<file path="config.mk">
export PLATFORM = sky130hd
export DESIGN_NAME = adc_unpack_flat
export DESIGN_NICKNAME = d
export VERILOG_FILES = /design/src/rtl/adc_unpack_pkg.sv /design/src/rtl/adc_unpack_if.sv /design/src/rtl/adc_word_skid.sv /design/src/rtl/adc_unpack.sv /design/src/flat_wrapper.sv
export SDC_FILE = /design/constraint.sdc
export NUM_CORES = 1
export LEC_CHECK = 0
export CAP_MARGIN = 40
export CORE_MARGIN = 2
export CORE_UTILIZATION = 50
export DETAILED_ROUTE_END_ITERATION = 10
export PLACE_DENSITY = 0.83
export SKIP_LAST_GASP = 1
export SLEW_MARGIN = 20
export SYNTH_ARGS = -nofsm -noshare
export SYNTH_HDL_FRONTEND = slang
export SYNTH_HIERARCHICAL = 1
export SYNTH_SLANG_ARGS = --single-unit
</file>
<file path="constraint.sdc">
create_clock -name i_62clk -period 1.89 [get_ports i_62clk]
set_input_delay 0.4725 -clock i_62clk [delete_from_list [all_inputs] [get_ports i_62clk]]
set_output_delay 0.4725 -clock i_62clk [all_outputs]
set_load 0.03 [all_outputs]
</file>
<file path="src/rtl/adc_unpack_pkg.sv">
// Shared widths, pad mask and buffer-occupancy states for the ADC word unpacker.
// No logic of its own; lane_sample() is a pure combinational slice helper.
// Imported by the interface, the word buffer and the unpacker top.
package adc_pkg;

  localparam int LANES    = 4;
  localparam int LANE_W   = 16;
  localparam int SAMPLE_W = 14;
  localparam int WORD_W   = 64;
  localparam logic [WORD_W-1:0] PAD_MASK = 64'hC000_C000_C000_C000;

  // Occupancy of the two-entry word buffer: nothing, cur only, cur and nxt.
  typedef enum logic [1:0] {
    EMPTY = 2'd0,
    ONE   = 2'd1,
    TWO   = 2'd2
  } skid_state_e;

  // Low SAMPLE_W bits of lane 'lane'; the two pad bits above each lane are dropped.
  function automatic logic [SAMPLE_W-1:0] lane_sample(input logic [WORD_W-1:0] word,
                                                      input logic [1:0]        lane);
    return word[LANE_W*int'(lane) +: SAMPLE_W];
  endfunction

endpackage

</file>
<file path="src/rtl/adc_unpack_if.sv">
// Word-in / sample-out handshake bundle of the ADC unpacker.
// Pure wiring, no latency.
// Both directions use valid/ready; a transfer needs both high at the clock edge.
interface adc_unpack_if;
  import adc_pkg::*;

  logic [WORD_W-1:0]   i_word;
  logic                i_word_valid;
  logic                o_word_ready;
  logic [SAMPLE_W-1:0] o_sample;
  logic                o_sample_valid;
  logic                i_sample_ready;
  logic [1:0]          o_lane;
  logic                o_pad_err;

  // Producer of words and consumer of samples.
  modport master (
    output i_word, i_word_valid, i_sample_ready,
    input  o_word_ready, o_sample, o_sample_valid, o_lane, o_pad_err
  );

  // The unpacker itself.
  modport slave (
    input  i_word, i_word_valid, i_sample_ready,
    output o_word_ready, o_sample, o_sample_valid, o_lane, o_pad_err
  );

endinterface

</file>
<file path="src/rtl/adc_word_skid.sv">
// Two-entry word buffer: cur (being emitted) and nxt (waiting behind it).
// Latency: a word into an empty buffer is on out_dat one cycle after acceptance.
// Backpressure: in_rdy = !nxt valid, registered only; out_rdy retires cur, nxt slides up the same edge.
module adc_word_skid
  import adc_pkg::*;
(
  input  logic              clk,
  input  logic              rst_n,
  input  logic              in_vld,
  output logic              in_rdy,
  input  logic [WORD_W-1:0] in_dat,
  output logic              out_vld,
  input  logic              out_rdy,
  output logic [WORD_W-1:0] out_dat
);

  skid_state_e       state_q, state_d;
  logic [WORD_W-1:0] cur_q, cur_d;
  logic [WORD_W-1:0] nxt_q, nxt_d;
  logic              cur_vld, nxt_vld;
  logic              push, pop;

  // The occupancy state is the pair of valid bits for cur and nxt.
  assign cur_vld = (state_q != EMPTY);
  assign nxt_vld = (state_q == TWO);
  assign in_rdy  = !nxt_vld;
  assign push    = in_vld && in_rdy;
  assign pop     = cur_vld && out_rdy;
  assign out_vld = cur_vld;
  assign out_dat = cur_q;

  // Next-state and data steering: a retiring cur is refilled from nxt first, else from the input.
  always_comb begin
    state_d = state_q;
    cur_d   = cur_q;
    nxt_d   = nxt_q;
    case (state_q)
      EMPTY: begin
        if (push) begin
          cur_d   = in_dat;
          state_d = ONE;
        end
      end
      ONE: begin
        if (push && pop) begin
          cur_d = in_dat;
        end else if (push) begin
          nxt_d   = in_dat;
          state_d = TWO;
        end else if (pop) begin
          state_d = EMPTY;
        end
      end
      TWO: begin
        // in_rdy is low here, so push cannot coincide; kept general for safety.
        if (pop) begin
          cur_d   = nxt_q;
          state_d = push ? TWO : ONE;
          if (push) begin
            nxt_d = in_dat;
          end
        end
      end
      default: state_d = EMPTY;
    endcase
  end

  // Buffer registers; reset drops both entries.
  always_ff @(posedge clk or negedge rst_n) begin
    if (!rst_n) begin
      state_q <= EMPTY;
      cur_q   <= '0;
      nxt_q   <= '0;
    end else begin
      state_q <= state_d;
      cur_q   <= cur_d;
      nxt_q   <= nxt_d;
    end
  end

endmodule

</file>
<file path="src/rtl/adc_unpack.sv">
// Unpacks 64-bit words of four padded 14-bit ADC lanes into one sample per transfer, lanes 0..3.
// Latency: lane 0 appears one cycle after the word is accepted into an empty buffer; one sample/cycle sustained.
// Backpressure: outputs hold while i_sample_ready is low; o_word_ready drops only when a second word is waiting.
module adc_unpack
  import adc_pkg::*;
(
  input  logic         i_62clk,
  input  logic         i_nreset,
  adc_unpack_if.slave  bus
);

  logic [WORD_W-1:0] cur_dat;
  logic              cur_vld;
  logic              sample_xfer;
  logic              word_done;
  logic              word_acc;
  logic [1:0]        lane_q, lane_d;
  logic              pad_err_q, pad_err_d;

  assign sample_xfer = cur_vld && bus.i_sample_ready;
  assign word_done   = sample_xfer && (lane_q == 2'(LANES - 1));
  assign word_acc    = bus.i_word_valid && bus.o_word_ready;

  adc_word_skid u_skid (
    .clk     (i_62clk),
    .rst_n   (i_nreset),
    .in_vld  (bus.i_word_valid),
    .in_rdy  (bus.o_word_ready),
    .in_dat  (bus.i_word),
    .out_vld (cur_vld),
    .out_rdy (word_done),
    .out_dat (cur_dat)
  );

  // Lane advances per sample transfer and wraps to 0 as the word retires; pad error is sticky.
  always_comb begin
    lane_d    = lane_q;
    pad_err_d = pad_err_q;
    if (sample_xfer) begin
      lane_d = lane_q + 2'd1;
    end
    if (word_acc && ((bus.i_word & PAD_MASK) != '0)) begin
      pad_err_d = 1'b1;
    end
  end

  // Lane counter and sticky pad flag.
  always_ff @(posedge i_62clk or negedge i_nreset) begin
    if (!i_nreset) begin
      lane_q    <= 2'd0;
      pad_err_q <= 1'b0;
    end else begin
      lane_q    <= lane_d;
      pad_err_q <= pad_err_d;
    end
  end

  assign bus.o_sample       = lane_sample(cur_dat, lane_q);
  assign bus.o_lane         = lane_q;
  assign bus.o_sample_valid = cur_vld;
  assign bus.o_pad_err      = pad_err_q;

endmodule

</file>
<file path="src/flat_wrapper.sv">
// flat-port wrapper written by rule: the top's interface ports become plain ports
module adc_unpack_flat import adc_pkg::*;
  (i_62clk, i_nreset, bus_i_word, bus_i_word_valid, bus_i_sample_ready, bus_o_word_ready, bus_o_sample, bus_o_sample_valid, bus_o_lane, bus_o_pad_err);
  adc_unpack_if bus_i ();
  input  logic i_62clk;
  input  logic i_nreset;
  input wire logic [$bits(bus_i.i_word)-1:0] bus_i_word;
  input wire logic [$bits(bus_i.i_word_valid)-1:0] bus_i_word_valid;
  input wire logic [$bits(bus_i.i_sample_ready)-1:0] bus_i_sample_ready;
  output wire logic [$bits(bus_i.o_word_ready)-1:0] bus_o_word_ready;
  output wire logic [$bits(bus_i.o_sample)-1:0] bus_o_sample;
  output wire logic [$bits(bus_i.o_sample_valid)-1:0] bus_o_sample_valid;
  output wire logic [$bits(bus_i.o_lane)-1:0] bus_o_lane;
  output wire logic [$bits(bus_i.o_pad_err)-1:0] bus_o_pad_err;
  assign bus_i.i_word = bus_i_word;
  assign bus_i.i_word_valid = bus_i_word_valid;
  assign bus_i.i_sample_ready = bus_i_sample_ready;
  assign bus_o_word_ready = bus_i.o_word_ready;
  assign bus_o_sample = bus_i.o_sample;
  assign bus_o_sample_valid = bus_i.o_sample_valid;
  assign bus_o_lane = bus_i.o_lane;
  assign bus_o_pad_err = bus_i.o_pad_err;
  adc_unpack u_core (.i_62clk(i_62clk), .i_nreset(i_nreset), .bus(bus_i));
endmodule
</file>
-- After elaboration in Yosys (flattened, before gate mapping)
Index checks and enable logic that the tools add are counted.
- eq/ne operators: 8
- reductions and logical operators: 15
- add/sub/neg operators: 1
- muxes and demuxes: 15
- shifts and indexed selects: 1
- operators by type and width (kind ; count):
    two-way mux 64 bit ; 6
    one-hot mux 64 bit (3 select lines) ; 1
    one-hot mux 64 bit (2 select lines) ; 1
    nonzero test 64 bit ; 1
    indexed part select 64 x 7 -> 14 bit ; 1
    two-way mux 2 bit ; 6
    AND reduction 4 bit ; 2
    logical AND 1 bit ; 6
    inequality test 2 bit (second input constant) ; 3
    one-hot mux 2 bit (3 select lines) ; 1
    == test 2 bit (second input constant) ; 2
    nonzero test 2 bit ; 2
    inequality test 3 bit (second input constant) ; 1
    AND reduction 3 bit ; 1
    nonzero test 3 bit ; 1
    adder 2 x 1 -> 2 bit (second input constant) ; 1
    == test 2 x 1 -> 1 bit (second input constant) ; 1
    zero test 2 bit ; 1
    inequality test 2 x 1 -> 1 bit (second input constant) ; 1
    zero test 1 bit ; 1
- bits of input ports: 68
- flip-flop bits (word level): 133
- output and inout port bits: 19

-- Longest topological paths before layout
- depth in word-level cells: 8
- depth in mapped cells: 7

-- Cells and area by module
Netlist, hierarchy kept.
- by module, submodules not included (module ; seq. area each (um^2) ; instances ; cells each ; area an instance (um^2)):
    adc_word_skid ; 3253.1 ; 1 ; 355 ; 5622.9
    adc_unpack ; 75.1 ; 1 ; 29 ; 513.0

-- Worst setup path before layout
OpenSTA, ideal clock, no wires.
- path kind: flip-flop to flip-flop
- start: reg u_core.u_skid.state_q[1]
- end: reg u_core.u_skid.nxt_q[40]
- slack: -0.295 ns
- data arrival time: 2.060 ns
- stages on the path, launching flop included: 8
- period minus slack after synthesis: 2.185 ns
- path through: dfrtp_1 -> or2_2 -> and3_1 -> nor2b_1 -> and2_1 -> buf_4 -> buf_4 -> mux2_2
- cells in the longest elaborated chain, start to end: 7
- elaborated cells between the ends (all ways): 17
- classes of those cells: eq/ne: 4; mux: 4; reduce/logical: 9
- RTL lines (what ; RTL line ; RTL):
    start: declaration ; adc_word_skid.sv:17 ; skid_state_e state_q, state_d;
    start signal: assignment ; adc_word_skid.sv:75 ; state_q <= state_d;
    nonzero test 2 bit (*) ; adc_word_skid.sv:24 ; assign cur_vld = (state_q != EMPTY);
    net bus_o_sample_valid ; flat_wrapper.sv:12 ; output wire logic [$bits(bus_i.o_sample_valid)-1:0] bus_o_sample_valid;
    logical AND 1 bit (*) ; adc_unpack.sv:20 ; assign sample_xfer = cur_vld && bus.i_sample_ready;
    logical AND 1 bit (*) ; adc_unpack.sv:21 ; assign word_done = sample_xfer && (lane_q == 2'(LANES - 1));
    net u_core.word_done ; adc_unpack.sv:15 ; logic word_done;
    logical AND 1 bit (*) ; adc_word_skid.sv:28 ; assign pop = cur_vld && out_rdy;
    logical AND 1 bit ; adc_word_skid.sv:45 ; if (push && pop) begin
    inequality test 2 bit (no line) ; - ;
    AND reduction 3 bit (no line) (*) ; - ;
    end signal: assignment ; adc_word_skid.sv:77 ; nxt_q <= nxt_d;
    end: declaration ; adc_word_skid.sv:19 ; logic [WORD_W-1:0] nxt_q, nxt_d;
The timed path passes the listed nets; every way through them passes the cells marked *. The select of a mux whose other input is x is not followed.
A chain may end at the register's enable or synchronous reset.

-- Final worst setup path
- start: reg u_core.lane_q[0] (netlist: u_core/bus.o_lane[0])
- end: out bus_o_sample[6]
- cells in the longest elaborated chain, start to end: 1
- RTL lines (what ; RTL line ; RTL):
    start: declaration ; adc_unpack.sv:17 ; logic [1:0] lane_q, lane_d;
    start signal: assignment ; adc_unpack.sv:53 ; lane_q <= lane_d;
    indexed part select 64 x 7 -> 14 bit ; adc_unpack_pkg.sv:22 ; return word[LANE_W*int'(lane) +: SAMPLE_W];
    end: declaration ; flat_wrapper.sv:11 ; output wire logic [$bits(bus_i.o_sample)-1:0] bus_o_sample;
No other way between the ends.

==> run metrics <==
outcome=complete, but fails checks; failing checks=negative setup slack; Setup crit end kind=output pin; Hold WC Path Type=in -> async; Final Max Tran Viols=0; worst r2r path cells=11; DRC=0; CP Class=reg -> out; Gate Count Post-Synth=344; placed cell area=6710 um2; routed len/inst=27.0 um; mean area per synthesized cell=15.9 um2; Critical Path RT=1420 ps; H-tree levels=4; slowest cell on the critical path=mux4_2; I/O pin count=87; number of global-route vias before repair=4116; ANT nets after route=0; DIE WIDTH=109 um; CTS Buf Count=17; area grow syn2layout=52.6%; clock root cell=clkbuf_8; RR Endpoint=u_core/u_skid/out_dat[9]; dpl hpwl=8.10 mm; number of diodes=0; post-route minimum period=2290 ps; Final Hold Viols=0; hold_ws=447 ps; worst skew pair latency=530 ps; Max Freq=436 MHz; Max Cap Viol=0; GRT Total Usage=29.9%; unrepaired setup endpoints after global routing=true; Initial Util=50.9%; die area=11800 um2; first-pass GRT wire length=25.0 mm; Iter 0 DRT Violations=254; mapped cell area=5470 um2; crit path launch=u_core/bus.o_lane[0]; Finish-stage setup viols=127; Final Net Count=560; Place WS=-313 ps; clock tree buffer depth=2; CTS Sinks=117; row count=38; critical path data arrival time=1820 ps; layout cells sized above 1=61.5%; # fillers=544; power per cell area=1970 nW/um2; post-route cell area=8340 um2; CP Launch Type=register; vias per cell=5.77; Worst-path clk slew=60 ps; peak supply drop=1190 uV; detailed-route via count=3719; Fin Clk Skew=8.78 ps; Syn Nets=413; DR pass1 iterations=4; Least-Margin Pin Slew=469 ps; IO Port Bufs=86; Final WS setup=-404 ps; critical path, cell by cell=buf_12 -> mux4_2 -> buf_4; Core Area=10700 um2; period utilization=121%; Die Span Y=109 um; CTS tree=built; Synth Warn #=6; RePlAce Congestion=0.767; flop2flop setup slack=-340 ps; RR Startpoint=u_core/bus.o_lane[0]; largest net degree at the start of global routing=32; Placed Instances=576; CP Capture Point=bus_o_sample[6]; fin util=77.6%; Slew headroom=68.7%; final WL=17.4 mm; LEAKAGE=3.67 nW; fin cells=644; Remaining Overflow, GRT=0; number of antenna violations at the first check in global routing=2; CP Max Fanout=11; CP peak stage delay=540 ps
## routing by layer
| layer | global-route usage, % | wire length (um) |
|---|---|---|
| met1 | 37.3 | 6910 |
| met2 | 48.6 | 8890 |
| met3 | 7.29 | 945 |
| met4 | 15.2 | 610 |
| met5 | 0 | 26 |
## power breakdown
| group | total, mW | leakage (nW) | switching, mW | internal [mW] |
|---|---|---|---|---|
| clock | 3.53 | 0.306 | 1.19 | 2.34 |
| combinational | 8.22 | 1.98 | 3.30 | 4.93 |
| sequential | 4.71 | 1.38 | 0.899 | 3.81 |
| total | 16.5 | 3.67 | 5.38 | 11.1 |
## state kept, by name, indices dropped and copies added, names as in the netlist
signal / flops
u_core/bus.o_lane: 2
u_core/bus.o_pad_err: 1
u_core/u_skid/nxt_q: 56
u_core/u_skid/out_dat: 56
u_core/u_skid/state_q: 2
## stage by stage
| stage | power [mW] | setup TNS, ps |
|---|---|---|
| 2_1_floorplan | 8.27 | 0 |
| 3_3_place_gp | 10.0 | -30840 |
| 3_5_place_dp | 10.2 | -35110 |
| 4_1_cts | 15.7 | -27030 |
| 5_1_grt | 17.0 | -36280 |
| 6_report | 16.5 | -30300 |
## critical path, delay by kind of cell (launching register included)
family	cells	cell delay [ps]
muxes	1	540
buffers and inverters	2	350
DFF	1	390
## repair_timing
action                                  in CTS  in global routing
buffers inserted                            21                 14
endpoints found under the setup margin     130                129
pin swaps                                    2                  0
hold buffers                                 1                  0
hold endpoints to repair                    24                  0
resized for setup                          210                 44
gates cloned                                12                  1
## worst min-delay path by stage
| stage | start | to | slack (ps) | cells past startpoint |
|---|---|---|---|---|
| finish | i_nreset | u_core/u_skid/out_dat[43] | 450 | 2 |
| detailed placement | i_nreset | u_core/u_skid/nxt_q[7] | 450 | 1 |
| floorplan | i_nreset | u_core/bus.o_lane[0] | 180 | 0 |
| CTS | i_nreset | u_core/u_skid/out_dat[11] | 430 | 2 |
| global placement | i_nreset | u_core/u_skid/out_dat[3] | 450 | 1 |
| global route | i_nreset | u_core/u_skid/out_dat[43] | 470 | 2 |
## area by class of cell
| cell class | instances | area, um2 | area share (%) |
|---|---|---|---|
| Sequential cell | 117 | 2930 | 35.2 |
| Multi-Input combinational cell | 203 | 2800 | 33.6 |
| Timing Repair Buffer | 151 | 1780 | 21.3 |
| Clock buffer | 19 | 442 | 5.30 |
| Clock inverter | 13 | 204 | 2.45 |
| Tap cell | 140 | 175 | 2.10 |
| Inverter | 1 | 6.26 | 0.0750 |
## layout by cell type (no fill, tap or decap), drive strengths merged
cell,count
nor4,2
clkinvlp,4
inv,1
a21oi,1
clkinv,4
o21ai,1
mux2,169
dfrtp,117
mux4,14
clkbuf,20
mux2i,1
buf,82
dlygate4sd3,1
dlygate4sd2,1
nor2b,3
nand2b,1
clkdlybuf4s50,66
xnor2,1
o21bai,1
a31o,1
nand3b,1
or2,1
nand2,2
and3,1
o22ai,1
ha,1
and2,1
bufinv,5
Power figures use the tool's default switching activity.
